===== src/rtl/decode_issue.sv =====
// decode_issue -- decode-to-execute issue stage (ID/EX pipeline register).
//
// Selects the A/B operands. The zero register wins over forwarding, and
// forwarding wins over the register file. Detects load-use hazards against
// the instruction in execute and updates the ID/EX register with priority
// reset > flush > hold > bubble > load.
//
// Ports
//   clk, rst                   clock; synchronous active-low reset
//   instr_valid_d, pc_d, imm_d decode instruction presence, PC, immediate
//   rs_d, rt_d, rd_d           decode register specifiers
//   use_rs_d, use_rt_d         instruction really reads rs / rt
//   ctrl_d[15:0]               bit0 reg_write, bit1 mem_to_reg, rest passed through
//   rf_rd1, rf_rd2             register-file read data
//   forward_src_{a,b}[_enabled] forwarding-unit data / select
//   write_reg_e                destination register of the execute instruction
//   branch_taken_e             squash the decode instruction
//   ex_ready                   execute accepts a new instruction
//   stall_d                    hold fetch/decode this cycle
//   valid_e .. ctrl_e          ID/EX register contents
//   stall_cnt                  load-use bubble count
//
// Build option: define DECODE_ISSUE_STATS_EN to enable the stall_cnt
// counter. When it is not defined, stall_cnt is tied to 0.
module decode_issue (
  input  logic        clk,
  input  logic        rst,
  input  logic        instr_valid_d,
  input  logic [31:0] pc_d,
  input  logic [31:0] imm_d,
  input  logic [4:0]  rs_d,
  input  logic [4:0]  rt_d,
  input  logic [4:0]  rd_d,
  input  logic        use_rs_d,
  input  logic        use_rt_d,
  input  logic [15:0] ctrl_d,
  input  logic [31:0] rf_rd1,
  input  logic [31:0] rf_rd2,
  input  logic        forward_src_a_enabled,
  input  logic        forward_src_b_enabled,
  input  logic [31:0] forward_src_a,
  input  logic [31:0] forward_src_b,
  input  logic [4:0]  write_reg_e,
  input  logic        branch_taken_e,
  input  logic        ex_ready,
  output logic        stall_d,
  output logic        valid_e,
  output logic [31:0] pc_e,
  output logic [31:0] src_a_e,
  output logic [31:0] src_b_e,
  output logic [31:0] imm_e,
  output logic [4:0]  rs_e,
  output logic [4:0]  rt_e,
  output logic [4:0]  rd_e,
  output logic [15:0] ctrl_e,
  output logic [31:0] stall_cnt
);

  typedef struct packed {
    logic        valid;
    logic [31:0] pc;
    logic [31:0] src_a;
    logic [31:0] src_b;
    logic [31:0] imm;
    logic [4:0]  rs;
    logic [4:0]  rt;
    logic [4:0]  rd;
    logic [15:0] ctrl;
  } idex_t;

  idex_t       idex_q, idex_d;
  logic [31:0] opa, opb;
  logic        lu, hold, bubble;

  // r0 reads as zero even when a forwarding path claims it.
  always_comb begin
    opa = rf_rd1;
    if (rs_d == 5'd0)               opa = '0;
    else if (forward_src_a_enabled) opa = forward_src_a;
    opb = rf_rd2;
    if (rt_d == 5'd0)               opb = '0;
    else if (forward_src_b_enabled) opb = forward_src_b;
  end

  // Load in execute (mem_to_reg) whose destination this instruction reads.
  assign lu = instr_valid_d & idex_q.valid & idex_q.ctrl[1] &
              (write_reg_e != 5'd0) &
              ((use_rs_d & (rs_d == write_reg_e)) |
               (use_rt_d & (rt_d == write_reg_e)));

  assign hold    = idex_q.valid & ~ex_ready;
  // A bubble is only inserted when neither a flush nor a hold is active.
  // The stats counter counts exactly these edges.
  assign bubble  = lu & ~branch_taken_e & ~hold;
  assign stall_d = ~branch_taken_e & (lu | hold);

  always_comb begin
    idex_d = idex_q;
    if (branch_taken_e) begin
      idex_d = '0;
    end else if (hold) begin
      idex_d = idex_q;
    end else if (lu) begin
      idex_d = '0;
    end else begin
      idex_d.valid = instr_valid_d;
      idex_d.pc    = pc_d;
      idex_d.src_a = opa;
      idex_d.src_b = opb;
      idex_d.imm   = imm_d;
      idex_d.rs    = rs_d;
      idex_d.rt    = rt_d;
      idex_d.rd    = rd_d;
      idex_d.ctrl  = ctrl_d;
    end
  end

  always_ff @(posedge clk) begin
    if (!rst) idex_q <= '0;
    else      idex_q <= idex_d;
  end

`ifdef DECODE_ISSUE_STATS_EN
  logic [31:0] stall_cnt_q, stall_cnt_d;

  // Wraps from all-ones to zero naturally.
  assign stall_cnt_d = bubble ? stall_cnt_q + 32'd1 : stall_cnt_q;

  always_ff @(posedge clk) begin
    if (!rst) stall_cnt_q <= '0;
    else      stall_cnt_q <= stall_cnt_d;
  end

  assign stall_cnt = stall_cnt_q;
`else
  assign stall_cnt = '0;
`endif

  assign valid_e = idex_q.valid;
  assign pc_e    = idex_q.pc;
  assign src_a_e = idex_q.src_a;
  assign src_b_e = idex_q.src_b;
  assign imm_e   = idex_q.imm;
  assign rs_e    = idex_q.rs;
  assign rt_e    = idex_q.rt;
  assign rd_e    = idex_q.rd;
  assign ctrl_e  = idex_q.ctrl;

endmodule


===== config.mk =====
export PLATFORM = sky130hd
export DESIGN_NAME = decode_issue
export DESIGN_NICKNAME = d
export VERILOG_FILES = /design/src/rtl/decode_issue.sv
export SDC_FILE = /design/constraint.sdc
export NUM_CORES = 1
export LEC_CHECK = 0
export CELL_PAD_IN_SITES_DETAIL_PLACEMENT = 1
export CELL_PAD_IN_SITES_GLOBAL_PLACEMENT = 1
export CORE_MARGIN = 4
export CORE_UTILIZATION = 30
export CTS_CLUSTER_SIZE = 14
export DETAILED_ROUTE_END_ITERATION = 7
export GPL_TIMING_DRIVEN = 0
export PLACE_DENSITY = 0.9
export SETUP_SLACK_MARGIN = 0.3
export SYNTH_ARGS = -nofsm -noshare
export SYNTH_HDL_FRONTEND = slang
export SYNTH_SLANG_ARGS = --single-unit

===== constraint.sdc =====
create_clock -name clk -period 4.6 [get_ports clk]
set_input_delay 0.46 -clock clk [delete_from_list [all_inputs] [get_ports clk]]
set_output_delay 0.46 -clock clk [all_outputs]
set_load 0.03 [all_outputs]

## Word level (Yosys, flattened, before mapping)

Cells that the tools add are included.

- Flip-flop bits (word level): 160
- Input bits: 237
- Output and inout port bits: 193
- Logic and storage cells: 33

- Eq/ne operators: 2
- Multiplexer cells: 5
- Bitwise gates (word level): 13
- Reductions and logical operators: 4

Operators by type and width:

| cell | count |
|---|---|
| 160-bit 2-to-1 mux | 1 |
| 32-bit 2-to-1 mux | 4 |
| 5-bit equality test | 2 |
| 5-bit logical NOT | 2 |
| 1-bit bitwise AND | 8 |
| 5-bit nonzero test | 1 |
| 1-bit inverter | 3 |
| 1-bit OR | 2 |
| 2-bit OR reduction | 1 |

## Logic depth before layout (Yosys ltp)

Gate-level depths: netlist of the first run.

- Depth after elaboration: 6
- Gate-level depth with buffers: 7
- Mapped depth without buffers: 4

## Worst setup path before layout of the first run

OpenSTA, ideal clock, no wires.

- Kind: input-to-output
- Start: input write_reg_e[1]
- End: output stall_d
- Arrival: 1.824 ns
- Path slack: 2.316 ns
- Cell stages on the path: 5
- Path buffers: 1
- Cells stage by stage: or4_1 > o2111ai_2 > buf_6 > nor2_1 > a22o_1

- Longest elaborated chain between the ends: 6
- Elaborated cells on any way between the ends: 10
- Classes of those cells: 2 x eq/ne; 7 x bitwise; 1 x reduce/logical

RTL lines:

| item | line | text |
|---|---|---|
| from (decl) | 43 | `input logic [4:0] write_reg_e,` |
| 5-bit equality test (on tied branches) | 88, 89 |  |
| 1-bit bitwise AND (on tied branches) | 88, 89 |  |
| 1-bit OR | 88 | `((use_rs_d & (rs_d == write_reg_e)) \|` |
| 1-bit bitwise AND * | 87 | `(write_reg_e != 5'd0) &` |
| 1-bit OR * | 95 | `assign stall_d = ~branch_taken_e & (lu \| hold);` |
| 1-bit bitwise AND * | 95 |  |
| to (decl) | 46 | `output logic stall_d,` |

Every way passes the cells marked *; elsewhere a longest branch is shown, timed or not.

## Final worst setup path of the first run

- Start: input rt_d[4]
- End: output stall_d

- Longest elaborated chain between the ends: 6

RTL lines:

| item | line | text |
|---|---|---|
| from (decl) | 32 | `input logic [4:0] rt_d,` |
| 5-bit equality test | 89 | `(use_rt_d & (rt_d == write_reg_e)));` |
| 1-bit bitwise AND | 89 |  |
| 1-bit OR | 88 |  |
| 1-bit bitwise AND | 87 |  |
| 1-bit OR | 95 |  |
| 1-bit bitwise AND | 95 |  |

No other way between the ends.

==> results.json, run 1 <==
{
  "htreeDepth": 4,
  "first_iter_violations": 533,
  "multi_input_area_sq_mm": 0.00416,
  "crit_type": "primary input to output pin",
  "critPathMaxFanout": 10,
  "io_pins": 430,
  "fillers": 3112,
  "clk_pin_slew_ns": 0.07,
  "ir_drop_v": 0.000177,
  "end_kind": "output pin",
  "tns_ns": 0,
  "cts_setup_buffers": 0,
  "rows": 59,
  "area_growth_syn_to_layout_pct": 63.7,
  "insertion_delay_ns": 0.42,
  "rsz0062_at_grt": "false",
  "grt_first_pass_wirelength_mm": 56.6,
  "drc_errors": 0,
  "finalCritPeriodShare": 0.875,
  "hold_buffers": 0,
  "arrival_ns": 3.56,
  "cts.sinks": 160,
  "synth_fa_ha_area_frac": 0,
  "finalHoldViolations": 0,
  "ys_seq_area_frac": 0.401,
  "synth_seq_cells": 160,
  "status": "completed",
  "synth_edf_count": 0,
  "cts_resized": 0,
  "grt_max_degree": 17,
  "drv_cap": 0,
  "syn_area_per_cell_sq_um": 8.53,
  "hold_path.class": "register to register",
  "gp_congestion": 0.825,
  "final_cell_mix": "395 x clkdlybuf4s50_1, 163 x nand2_1, 160 x dfxtp_1, 95 x a32oi_1, 72 x clkbuf_1",
  "max_slew_margin": 0.362,
  "overflow": 0,
  "ant_nets": 0,
  "finalNetCount": 1619,
  "dp_hpwl_mm": 29.6,
  "vias_per_cell": 5.46,
  "initial_utilization": 0.306,
  "dr_total_vias": 9464,
  "die_w_um": 171,
  "firstDrtPassIters": 5,
  "numPortBuffers": 395,
  "yosys_warnings": 0,
  "maxSlewViolCount": 0,
  "syn_inst": 937,
  "syn_area_sq_mm": 0.00799,
  "synth_cell_type_count": 28,
  "p_per_area_mw_per_mm2": 317,
  "synth_simple_gate_area_frac": 0.176,
  "layout_commonest_cell": "clkdlybuf4s50_1",
  "die_h_um": 171,
  "max_freq_ghz": 0.248,
  "p_total_mw": 4.14,
  "wl_per_cell_um": 22.0,
  "drt-total-wl_mm": 38.1,
  "tightest_slew_ns": 0.957,
  "clock_path_buffers": 2,
  "yosys_most_used_dff": "dfxtp_1",
  "synthArstFlopShare": 0,
  "leakagePower_nw": 4.56,
  "cp-start-kind": "primary input",
  "regArea_sq_mm": 0.00320,
  "core_area_sq_mm": 0.0261,
  "grt_antenna_before_repair": 3,
  "cts_tree": "built",
  "grt_pass1_vias": 9963,
  "cp.required_ns": 4.14,
  "cts_buffers": 17,
  "setup_viol": 0,
  "fin_skew_ns": 0.0161,
  "fp.dieArea_sq_mm": 0.0293,
  "synthXorXnorAreaFrac": 0.0110,
  "grt_use_total": 0.245,
  "drive_above_1_share": 0.113,
  "synth_mux_area_frac": 0.0902,
  "synth_compound_area_frac": 0.228,
  "finalCriticalPeriod_ns": 4.02,
  "synth_top_family_by_area": "compound AO/OA/AOI/OAI gates",
  "cts_root_buf": "clkbuf_16"
}
==> cell usage after synthesis (10+ instances only) <==
cell type,n,area (sq um)
o211ai_1,64,480
xnor2_1,10,87.6
buf_2,15,75.1
clkbuf_1,72,270
buf_6,10,113
nand4_1,66,413
o21ai_1,25,125
nand2_1,163,612
a32oi_1,95,832
o21ai_0,70,350
dfxtp_1,160,3200
nand3_1,64,320
buf_4,33,248
mux2_2,64,721
==> final cells by class <==
class,count,share of cell area
clock inverters,13,0.0111
diodes,2,0.000382
multi-input cells,669,0.318
inverters,1,0.000287
flip-flops and latches,160,0.245
clock buffers,19,0.0346
repair buffers,395,0.302
well taps,335,0.0320
plain buffers,138,0.0564
==> worst paths after layout <==
| path | from | endpoint | slack, ns | cells past startpoint |
|---|---|---|---|---|
| max | rt_d[4] | stall_d | 0.58 | 7 |
| min | src_b_e[11]$_SDFFE_PP0N_ | src_b_e[11]$_SDFFE_PP0N_ | 0.47 | 2 |
| max reg2reg | valid_e$_SDFFE_PP0N_ | src_a_e[19]$_SDFFE_PP0N_ | 2.09 | 5 |
| min reg2reg | src_b_e[11]$_SDFFE_PP0N_ | src_b_e[11]$_SDFFE_PP0N_ | 0.47 | 2 |
==> registers in the layout, summed over array words and instances (netlist names) <==
register,cells
imm_e,32
pc_e,32
src_a_e,32
src_b_e,32
ctrl_e,16
rd_e,5
rs_e,5
rt_e,5
valid_e,1
==> logic make-up after synthesis <==
family,after synthesis
and+or+nand+nor,305
muxes,64
DFF,160
xor gates and xnor gates,10
AOI/OAI and AO/OA,258
other,1
buffers and inverters,139
==> power breakdown <==
part	switching (mW)	total [mW]	internal (mW)
clock network	0.666	1.47	0.800
logic	0.589	1.11	0.516
registers	0.0694	1.57	1.50
total	1.33	4.14	2.82
==> critical path: stages <==
cell             delay [ns]
clkdlybuf4s50_1        0.63
xnor2_1                0.17
nand4_1                0.11
o22ai_1                0.66
clkbuf_1               0.58
a22o_1                 0.22
clkdlybuf4s50_1        0.73
==> metal layers <==
| metal | track usage | part of all wire | up-vias |
|---|---|---|---|
| met5 | 0 | 0.00084 | - |
| li1 | - | - | 4359 |
| met3 | 0.0775 | 0.086 | 68 |
| met4 | 0.0989 | 0.037 | 6 |
| met1 | 0.273 | 0.38 | 4630 |
| met2 | 0.434 | 0.50 | 401 |
==> per-stage QoR <==
| stage | cells | util | setup WS [ns] | hold slack [ns] | instance area [sq um] |
|---|---|---|---|---|---|
| floorplan | 968 | - | 2.32 | 0.593 | 8110 |
| detailed placement | 1698 | 0.478 | 0.525 | 0.457 | 12500 |
| finish | 1732 | 0.501 | 0.575 | 0.468 | 13100 |
| global route | 1731 | 0.501 | 0.433 | 0.494 | 13100 |
| CTS | 1730 | 0.501 | 0.525 | 0.474 | 13100 |
| global placement | 1698 | 0.478 | 0.533 | 0.445 | 12500 |
Note: power is estimated with default switching activity, not from simulation.
==> run 2: changes to the inputs <==
- CORE_ASPECT_RATIO: default -> 1.25
==> run 2 against run 1 <==
  * Sequential share of layout area is essentially flat
  * Setup slack gained 0.089 ns
  * Utilization shrank 0.062 points
  * Final area is essentially flat
  * Hold slack gained 0.0049 ns
  * Critical endpoint unchanged
  * Largest cell class unchanged
==> results.json, run 2 (synthesis results as in run 1) <==
{
  "final_cell_mix": "395 x clkdlybuf4s50_1, 163 x nand2_1, 160 x dfxtp_1, 95 x a32oi_1, 71 x clkbuf_1",
  "grt_use_total": 0.245,
  "max_slew_margin": 0.418,
  "crit_type": "primary input to output pin",
  "fp.dieArea_sq_mm": 0.0293,
  "finalHoldViolations": 0,
  "cts_tree": "built",
  "layout_commonest_cell": "clkdlybuf4s50_1",
  "leakagePower_nw": 4.56,
  "fin_skew_ns": 0.00730,
  "arrival_ns": 3.48,
  "die_h_um": 190,
  "drc_errors": 0,
  "cts_root_buf": "clkbuf_16",
  "numPortBuffers": 395,
  "fin_util": 0.500,
  "grt_pass1_vias": 10203,
  "finalCriticalPeriod_ns": 3.94,
  "critPathMaxFanout": 10,
  "finalCritPeriodShare": 0.855,
  "r2r_slack_ns": 2.05,
  "p_per_area_mw_per_mm2": 320,
  "maxSlewViolCount": 0,
  "cp-start-kind": "primary input",
  "grt_max_degree": 17,
  "hold_path.class": "register to register",
  "tightest_slew_ns": 0.873,
  "die_w_um": 154,
  "first_iter_violations": 428,
  "clk_pin_slew_ns": 0.07,
  "clock_path_buffers": 2,
  "rsz0062_at_grt": "false",
  "cts.sinks": 160,
  "firstDrtPassIters": 5,
  "area_growth_syn_to_layout_pct": 63.8,
  "drv_cap": 0,
  "rows": 66,
  "end_kind": "output pin",
  "tns_ns": 0,
  "drt-total-wl_mm": 37.8,
  "ir_drop_v": 0.000247,
  "insertion_delay_ns": 0.43,
  "cts_buffers": 17,
  "grt_first_pass_wirelength_mm": 57.3,
  "max_freq_ghz": 0.254,
  "gp_congestion": 0.856,
  "grt_antenna_before_repair": 0,
  "finalNetCount": 1619,
  "core_area_sq_mm": 0.0262,
  "n_antenna_cell": 0,
  "status": "completed",
  "vias_per_cell": 5.48,
  "fin_area_sq_mm": 0.0131,
  "initial_utilization": 0.305,
  "cp.required_ns": 4.14,
  "overflow": 0,
  "wl_per_cell_um": 21.8,
  "htreeDepth": 4,
  "setup_viol": 0,
  "drive_above_1_share": 0.114,
  "dp_hpwl_mm": 29.5,
  "io_pins": 430,
  "dr_total_vias": 9510,
  "ant_nets": 0,
  "place_area_sq_mm": 0.0125
}
## run 2: power by group
group	internal (mW)	total [mW]	switching [mW]
sequential	1.50	1.57	0.0687
combinational	0.516	1.11	0.592
clock	0.821	1.50	0.683
## run 2: final cells by class
class / instances / area (sq um)
fill: 3113 / 13100
multi-input combinational: 669 / 4160
timing repair buffer: 395 / 3950
sequential: 160 / 3200
buffer: 138 / 739
clock buffer: 17 / 425
tap: 340 / 425
clock inverter: 15 / 176
inverter: 1 / 3.75
## run 2: worst paths after layout
path	cells past startpoint	end	start
setup / recovery	7	stall_d	write_reg_e[0]
hold reg to reg	2	src_a_e[8]$_SDFFE_PP0N_	src_a_e[8]$_SDFFE_PP0N_
hold / removal	2	src_a_e[8]$_SDFFE_PP0N_	src_a_e[8]$_SDFFE_PP0N_
setup reg to reg	5	src_a_e[31]$_SDFFE_PP0N_	valid_e$_SDFFE_PP0N_
## run 2: layer usage
metal / vias to the layer above / global-route usage / wire length [um]
li1: 4365 / - / -
met1: 4650 / 0.250 / 13500
met2: 423 / 0.466 / 20100
met3: 72 / 0.0760 / 2980
met4: 0 / 0.0911 / 1220
met5: - / 0 / 0
## run 2: critical path, stage by stage
cell	delay, ns
clkdlybuf4s50_1	0.55
xnor2_1	0.27
nand4_1	0.12
o22ai_1	0.67
clkbuf_2	0.50
a22o_1	0.21
clkdlybuf4s50_1	0.69
## run 2: what timing repair did
item | in CTS | in global routing
hold buffers | 0 | 0
endpoints found under the setup margin | 0 | 1
gates resized for setup | 0 | 3
setup buffers | 0 | 0
## run 2: metrics by stage
stage | hold slack, ns | cells | setup WS [ns] | power [mW]
2_1_floorplan | 0.593 | 968 | 2.32 | 2.13
3_3_place_gp | 0.445 | 1703 | 0.402 | 2.67
3_5_place_dp | 0.455 | 1703 | 0.342 | 2.70
4_1_cts | 0.474 | 1735 | 0.315 | 4.20
5_1_grt | 0.487 | 1735 | 0.574 | 4.34
6_report | 0.473 | 1735 | 0.665 | 4.18
==> run 3: changes to the inputs <==
- GPL_TIMING_DRIVEN: 0 -> default
==> run 3 against run 2 <==
  * Global-route usage shrank 3.7 points
  * Clock-buffer cell count increased by 2
  * Clock skew increased by 0.0054 ns
  * Critical path depth shrank 1
  * Critical endpoint unchanged
  * Critical path type unchanged
  * Largest cell class is now multi-input gates
  * Final area decreased by 4.3%
  * Total power down 2.4%
  * Clock power decreased by 3%
==> results.json, run 3 (synthesis results as in run 1) <==
{
  "clk_pin_slew_ns": 0.06,
  "insertion_delay_ns": 0.43,
  "dp_hpwl_mm": 22.8,
  "dp_cells": 1577,
  "rows": 66,
  "timing.hold.ws_ns": 0.467,
  "grt_pass1_vias": 9183,
  "ff2ff_path_depth": 5,
  "htreeDepth": 4,
  "gp_congestion": 0.853,
  "tightest_slew_ns": 1.22,
  "drv_cap": 0,
  "crit_buf_inv": 2,
  "ant_nets": 0,
  "setup_viol": 0,
  "wl_per_cell_um": 20.0,
  "initial_utilization": 0.305,
  "cpLargestDelayFamily": "buffers and inverters",
  "cts.sinks": 160,
  "fp.dieArea_sq_mm": 0.0293,
  "arrival_ns": 2.70,
  "crit_chain": "clkdlybuf4s50_1 > or4_1 > o2111ai_4 > nor2_1 > a22o_1 > clkdlybuf4s50_1",
  "ir_drop_v": 0.000242,
  "cp-start-kind": "primary input",
  "n_antenna_cell": 0,
  "worstSetupPathDepth": 6,
  "vias_per_cell": 5.40,
  "grt_antenna_before_repair": 1,
  "leakagePower_nw": 4.23,
  "max_slew_margin": 0.184,
  "fin_skew_ns": 0.0127,
  "final_cell_mix": "397 x clkdlybuf4s50_1, 161 x nand2_1, 160 x dfxtp_1, 95 x a32oi_1, 70 x o21ai_0",
  "cts_root_buf": "clkbuf_16",
  "cp.required_ns": 4.14,
  "cpMostUsedCell": "clkdlybuf4s50_1",
  "clock_path_buffers": 2,
  "hold_buffers": 0,
  "io_pins": 430,
  "hold_path.class": "register to register",
  "dp_slack_ns": 1.44,
  "status": "completed",
  "crit_slowest_cell": "clkdlybuf4s50_1",
  "area_growth_syn_to_layout_pct": 56.7,
  "grt_max_degree": 173,
  "die_h_um": 190,
  "fin_util": 0.478,
  "drc_errors": 0,
  "cpPeakStageDelay_ns": 0.61,
  "layout_commonest_cell": "clkdlybuf4s50_1",
  "p_total_mw": 4.08,
  "rsz0062_at_grt": "false",
  "rr_endpoint": "imm_e[15]$_SDFFE_PP0N_",
  "die_w_um": 154,
  "grt_first_pass_wirelength_mm": 49.5,
  "numPortBuffers": 397,
  "fin_area_sq_mm": 0.0125,
  "finalHoldViolations": 0,
  "drive_above_1_share": 0.0860,
  "end_kind": "output pin",
  "finalCriticalPeriod_ns": 3.16,
  "endpoint": "stall_d",
  "setup_slack_ns": 1.44,
  "crit_type": "primary input to output pin",
  "tns_ns": 0,
  "cts_resized": 0,
  "critPathMaxFanout": 3,
  "drt-total-wl_mm": 32.2,
  "overflow": 0,
  "first_iter_violations": 346,
  "stdcell_count": 1607,
  "cts_buffers": 17,
  "finalNetCount": 1493,
  "critPathLaunch": "write_reg_e[1]",
  "r2r-start": "valid_e$_SDFFE_PP0N_",
  "firstDrtPassIters": 4,
  "dr_total_vias": 8674,
  "finalCritPeriodShare": 0.687,
  "max_freq_ghz": 0.316,
  "core_area_sq_mm": 0.0262,
  "p_per_area_mw_per_mm2": 326,
  "maxSlewViolCount": 0,
  "cts_setup_buffers": 0,
  "place_area_sq_mm": 0.0119,
  "grt_use_total": 0.208,
  "cts_tree": "built",
  "r2r_slack_ns": 2.59
}
## run 3: cell count changes in the layout (fill, tap and decap cells not counted), sizes merged
cell,change
buf,-54
bufinv,+1
clkbuf,-72
clkinvlp,+2
clkdlybuf4s50,+2
inv,-7
## run 3: layout make-up
class	count	area, sq um
clock buffer	19	443
multi-input combinational	669	4210
timing repair buffer	407	4100
sequential	160	3200
fill	3003	13700
clock inverter	11	141
tap	340	425
inverter	1	3.75
## run 3: worst min path at each step
stage | startpoint | to | slack (ns) | cells past startpoint
2_1_floorplan | imm_d[12] | imm_e[12]$_SDFFE_PP0N_ | 0.59 | 2
3_3_place_gp | pc_e[28]$_SDFFE_PP0N_ | pc_e[28]$_SDFFE_PP0N_ | 0.45 | 2
3_5_place_dp | imm_e[9]$_SDFFE_PP0N_ | imm_e[9]$_SDFFE_PP0N_ | 0.45 | 2
4_1_cts | src_a_e[13]$_SDFFE_PP0N_ | src_a_e[13]$_SDFFE_PP0N_ | 0.47 | 2
5_1_grt | src_b_e[22]$_SDFFE_PP0N_ | src_b_e[22]$_SDFFE_PP0N_ | 0.49 | 2
6_report | src_b_e[25]$_SDFFE_PP0N_ | src_b_e[25]$_SDFFE_PP0N_ | 0.47 | 2
## run 3: report_power, final
group / leakage, nW / total, mW / internal, mW / switching (mW)
sequential: 1.33 / 1.57 / 1.50 / 0.0657
combinational: 2.62 / 1.05 / 0.493 / 0.561
clock: 0.280 / 1.46 / 0.859 / 0.599
## run 3: layer usage
metal | part of all wire | up-vias | track usage | routed length, um
li1 | - | 4090 | - | -
met1 | 0.37 | 4205 | 0.218 | 11900
met2 | 0.52 | 328 | 0.382 | 16600
met3 | 0.086 | 49 | 0.0779 | 2760
met4 | 0.029 | 2 | 0.0731 | 944
met5 | 0.00022 | - | 0 | 7
## run 3: worst reg2reg max path, cell delays in order, from the launching register on
cell and delay (ns):
dfxtp_1 0.45, nor2b_1 0.44, nor2_4 0.12, buf_12 0.25, a32oi_1 0.51, o21ai_1 0.10
